[src/rtl/lstm_pkg.sv]
// Shared definitions for the LSTM fixed-point datapath.
// Holds the common word format (Q8.24 in WIDTH bits), the named Q-format
// constants used by several stages, and the dot_acc state encoding.
package lstm_pkg;

  localparam int WIDTH = 32;
  localparam int FRAC  = 24;

  localparam logic [WIDTH-1:0] ONE = 32'h0100_0000;  // 1.0 in Q8.24
  localparam logic [WIDTH-1:0] MAX = 32'h7FFF_FFFF;  // largest positive value
  localparam logic [WIDTH-1:0] MIN = 32'h8000_0000;  // most negative value

  typedef enum logic [1:0] {
    ST_IDLE = 2'd0,
    ST_ACC  = 2'd1,
    ST_DONE = 2'd2
  } dot_acc_state_e;

endpackage

[src/rtl/sat_narrow.sv]
// Combinational saturating narrowing of a two's-complement value.
// Ports:
//   in_i  : IN_W-bit signed value
//   out_o : OUT_W-bit signed value, clamped to the OUT_W range
// Shared by dot_acc and the gate activation stage.
module sat_narrow #(
  parameter int IN_W  = 40,
  parameter int OUT_W = 32
) (
  input  logic [IN_W-1:0]  in_i,
  output logic [OUT_W-1:0] out_o
);

  // Bits from the input MSB down to the output sign bit. The value fits in
  // OUT_W bits exactly when all of them agree.
  localparam int TOP_W = IN_W - OUT_W + 1;

  logic [TOP_W-1:0] top;

  assign top = in_i[IN_W-1:OUT_W-1];

  // NOTE: every output of an always_comb gets a value on every path (default
  // first), otherwise synthesis infers a latch.
  always_comb begin
    out_o = in_i[OUT_W-1:0];
    if (!(top == '0 || top == '1)) begin
      out_o = in_i[IN_W-1] ? {1'b1, {(OUT_W-1){1'b0}}}
                           : {1'b0, {(OUT_W-1){1'b1}}};
    end
  end

endmodule

[src/rtl/dot_acc.sv]
// Sequential dot-product accumulator behind the LSTM multiplier.
// Loads a bias on i_start, adds NUM products in a guard-extended register,
// then presents the saturated WIDTH-bit sum on a valid/ready handshake.
// Ports:
//   clk, rst          : clock, synchronous active-high reset
//   i_start, i_bias   : start a dot product (IDLE only) with this bias
//   i_valid, i_prod   : product stream; accepted while o_ready=1
//   o_ready           : high in ACC
//   i_ready           : downstream accepts o_sum
//   o_valid, o_sum    : completed, saturated result (held in DONE)
//   o_busy            : high whenever not IDLE
module dot_acc #(
  parameter int WIDTH = lstm_pkg::WIDTH,
  parameter int FRAC  = lstm_pkg::FRAC,
  parameter int NUM   = 8,
  parameter int GUARD = 8
) (
  input  logic             clk,
  input  logic             rst,
  input  logic             i_start,
  input  logic [WIDTH-1:0] i_bias,
  input  logic             i_valid,
  input  logic [WIDTH-1:0] i_prod,
  output logic             o_ready,
  input  logic             i_ready,
  output logic             o_valid,
  output logic [WIDTH-1:0] o_sum,
  output logic             o_busy
);

  import lstm_pkg::*;

  localparam int AW    = WIDTH + GUARD;
  localparam int CNT_W = $clog2(NUM + 1);

  // The guard bits only cover NUM < 2^GUARD additions without overflow.
  if (NUM < 1 || NUM >= (1 << GUARD) || FRAC >= WIDTH) begin : g_bad_params
    $error("dot_acc: illegal parameters NUM=%0d GUARD=%0d FRAC=%0d", NUM, GUARD, FRAC);
  end

  dot_acc_state_e   state_q, state_d;
  logic [AW-1:0]    acc_q, acc_d;
  logic [CNT_W-1:0] cnt_q, cnt_d;
  logic [WIDTH-1:0] sum_q, sum_d;

  logic [AW-1:0]    acc_sum;
  logic [WIDTH-1:0] acc_sat;
  logic             accept;
  logic             last;

  assign accept  = (state_q == ST_ACC) && i_valid;
  assign last    = (cnt_q == CNT_W'(NUM - 1));
  assign acc_sum = acc_q + {{GUARD{i_prod[WIDTH-1]}}, i_prod};

  sat_narrow #(
    .IN_W (AW),
    .OUT_W(WIDTH)
  ) u_sat (
    .in_i (acc_sum),
    .out_o(acc_sat)
  );

  // State register.
  // NOTE: clocked state uses non-blocking assignments so every register
  // samples pre-edge values regardless of process ordering.
  always_ff @(posedge clk) begin
    if (rst) state_q <= ST_IDLE;
    else     state_q <= state_d;
  end

  // Next-state logic.
  always_comb begin
    state_d = state_q;
    unique case (state_q)
      ST_IDLE: if (i_start)       state_d = ST_ACC;
      ST_ACC:  if (accept && last) state_d = ST_DONE;
      ST_DONE: if (i_ready)       state_d = ST_IDLE;
      default:                    state_d = ST_IDLE;
    endcase
  end

  // Outputs decode from the registered state only.
  always_comb begin
    o_ready = (state_q == ST_ACC);
    o_valid = (state_q == ST_DONE);
    o_busy  = (state_q != ST_IDLE);
  end

  // Datapath next-state. Operands are only selected on the cycle they are
  // sampled, so unknowns on idle inputs never reach acc_q or sum_q.
  always_comb begin
    acc_d = acc_q;
    cnt_d = cnt_q;
    sum_d = sum_q;
    if (state_q == ST_IDLE && i_start) begin
      acc_d = {{GUARD{i_bias[WIDTH-1]}}, i_bias};
      cnt_d = '0;
    end else if (accept) begin
      acc_d = acc_sum;
      cnt_d = cnt_q + CNT_W'(1);
      if (last) sum_d = acc_sat;
    end
  end

  always_ff @(posedge clk) begin
    if (rst) begin
      acc_q <= '0;
      cnt_q <= '0;
      sum_q <= '0;
    end else begin
      acc_q <= acc_d;
      cnt_q <= cnt_d;
      sum_q <= sum_d;
    end
  end

  assign o_sum = sum_q;

endmodule

[config.mk]
export PLATFORM = sky130hd
export DESIGN_NAME = dot_acc
export DESIGN_NICKNAME = d
export VERILOG_FILES = /design/src/rtl/lstm_pkg.sv /design/src/rtl/sat_narrow.sv /design/src/rtl/dot_acc.sv
export SDC_FILE = /design/constraint.sdc
export NUM_CORES = 1
export LEC_CHECK = 0
export ABC_AREA = 1
export CAP_MARGIN = 10
export CORE_MARGIN = 2
export CORE_UTILIZATION = 40
export DETAILED_ROUTE_END_ITERATION = 8
export REMOVE_ABC_BUFFERS = 1
export SETUP_SLACK_MARGIN = 0.05
export SLEW_MARGIN = 20
export SYNTH_ARGS = -nofsm -noshare
export SYNTH_HDL_FRONTEND = slang
export SYNTH_SLANG_ARGS = --single-unit
[constraint.sdc]
create_clock -name clk -period 4.15 [get_ports clk]
set_input_delay 0.415 -clock clk [delete_from_list [all_inputs] [get_ports clk]]
set_output_delay 0.415 -clock clk [all_outputs]
set_load 0.01 [all_outputs]
==> metrics <==
Yosys reg bits 78; top post-synthesis cells by area dfxtp_1, nand2_1, ha_1, inv_1, a21oi_1; Initial DRT Pass Iterations 5; Internal 1630 uW; Startpoint Class input port; Max Cap Viol 0; Tcrit/Tclk final 79.7%; final core utilization 50.7%; syn_area_per_cell 6.13 um2; synthesized instance count 1006; root buf cell clkbuf_16; switching share of power 34.3%; num ports 104; first-pass GRT wire length 30600 um; post-layout minimum cycle time 3.31 ns; Reg power frac 32.7%; Post-Route Setup TNS 0 ns; most frequent cells in the layout nand2_1, inv_1, clkdlybuf4s50_1; Required @ worst endpoint 4.43 ns; Final Net Count 1209; Total GRT Usage 23.6%; Least-Margin Pin Slew 0.988 ns; Clock Power Share 35.6%; HPWL Detailed 14700 um; R2R Setup Slk 1.15 ns; Antenna Nets Post-Route 0; Hold Crit Depth 2; die area 16400 um2; area leader, netlist dfxtp_1; flip-flop and latch area 1560 um2; Worst-Skew Late Latency 0.35 ns; P&R area growth vs syn 24.6%; Chip Width 128 um; antenna violations before repair 0; post-place setup slack 0.613 ns; Max Root-Sink Buffers 2; Setup Viol. Count Final 0; number of global-route vias before repair 5939; core box area 15100 um2; power per cell area 322 nW/um2; Chip Height 128 um; clk_skew 0.00738 ns; Clock Sinks 78; clk slew on worst S/H paths 0.06 ns; largest net degree at the start of global routing 43; Max IR drop VDD 0.000236 V; num rows 45; fin area 7680 um2; GRT overflow 0; fill cell count 1585; P_leak 0.00361 uW; Hold/Removal Path Class flop to flop; Iter 0 DRT Violations 329; fmax 302 MHz; post-CTS resize count 0; Syn. warnings 0; switching pwr 848 uW; worst reg-to-reg path cell count 18; Initial Util 40.7%; Post-Syn Area 6170 um2; placed cell areas 7360 um2; RSZ-0062 raised after global routing no; antenna cells 0; Detailed Route WL 18800 um; total power 2480 uW; DR DRC count 0; post-synthesis sequential area ratio 25.3%; global placer's final weighted congestion 0.920; status finished, final reports clean; Post-CTS Hold Buffers 0; Via Count 6398; commonest non-fill, non-tap cell in the layout nand2_1; deepest level of the CTS H-tree 3; CP max FO 21; via/cell ratio 4.96; CTS tree yes; final hold violations 0; Num CTS Buffers 9; Wirelength per Cell 14.6 um; Max Slew Vio Count 0; critical path class input port to flop; Port Buffer Count 103; postcts setup bufs 0; Logic pwr share 31.7%; WP data arrival 3.59 ns; Netlist cell types 37; multi-input logic area 3990 um2; PnR worst setup slack 0.843 ns; share of layout cells above drive strength 1 8.43%; Yosys top cell area share 25.3%; relative slew slack 33.7%; capturing element type of the critical path flop
-- power groups by stage --
stage	clock (uW)	combinational [uW]	sequential [uW]
final	882	786	809
after global routing	924	879	813
after CTS	896	781	809
after detailed placement	0	775	825
after global placement	0	780	825
after floorplan	0	533	818
-- cells in the mapped netlist, drive strengths merged --
master and instances:
a21boi 1, a21o 2, and3 1, a21oi 74, a31oi 45, nor3 7, o211ai 1, clkbuf 19
dfxtp 78, and2 1, xor2 18, nand4 2, clkinv 1, o21bai 4, nand2 406, or2 1
buf 10, ha 40, o21ai 47, xnor2 12, fa 1, nand3 41, nor2 62, nor4 3
inv 129
-- final timing paths --
path / startpoint / endpoint
max: i_prod[31] / o_sum[16]
min: o_sum[31] / o_sum[31]
max reg2reg: acc_q[0] / o_sum[16]
min reg2reg: o_sum[31] / o_sum[31]
-- layout make-up --
cell class	instances	share of cell area, %
Clock buffer	12	3.34
Clock inverter	3	0.879
Inverter	130	6.35
Multi-Input combinational cell	769	51.9
Sequential cell	78	20.3
Tap cell	188	3.06
Timing Repair Buffer	111	14.2
-- worst max-delay path: stages --
cell and delay (ns):
clkdlybuf4s50_1 0.62, ha_1 0.51, nand2_1 0.14, nor2_1 0.18
nand2_1 0.11, nor4_1 0.33, nand2_1 0.19, nand3_1 0.16
nand3_2 0.09, nor2_2 0.12, nand3_1 0.08, nand2_1 0.09
buf_4 0.30, nand2_1 0.11, a21oi_1 0.14
-- routing by layer --
metal  global-route usage (%)  wire [um]  up-vias  part of all wire [%]
met5                        0          0        -                     0
met4                     4.98        226        0                   1.2
met3                     4.30       1120       12                   5.9
met2                     34.3       7590      168                    40
met1                     36.1       9910     2823                    53
li1                         -          -     3395                     -
-- logic make-up (layout without fill, tap and decap cells) --
family | Yosys count | after routing | synth area share, %
XOR/XNOR | 30 | 30 | 4.26
adder cells (fa/ha/maj) | 41 | 41 | 8.44
flip-flops | 78 | 78 | 25.3
buffers and inverters | 159 | 256 | 10.2
AO/OA/AOI/OAI | 174 | 174 | 16.0
AND/OR/NAND/NOR | 524 | 524 | 35.8
-- stage by stage --
stage | hold WS [ns] | cells
final | 0.463 | 1291
after global routing | 0.482 | 1291
after CTS | 0.466 | 1291
after detailed placement | 0.457 | 1276
after global placement | 0.457 | 1276
after floorplan | 0.441 | 977
-- sequential cells by signal, indices dropped and copies added, names as in the netlist --
signal   flops
o_sum       32
cnt_q        4
acc_q       40
state_q      2
Note: power is estimated with default switching activity, not from simulation.
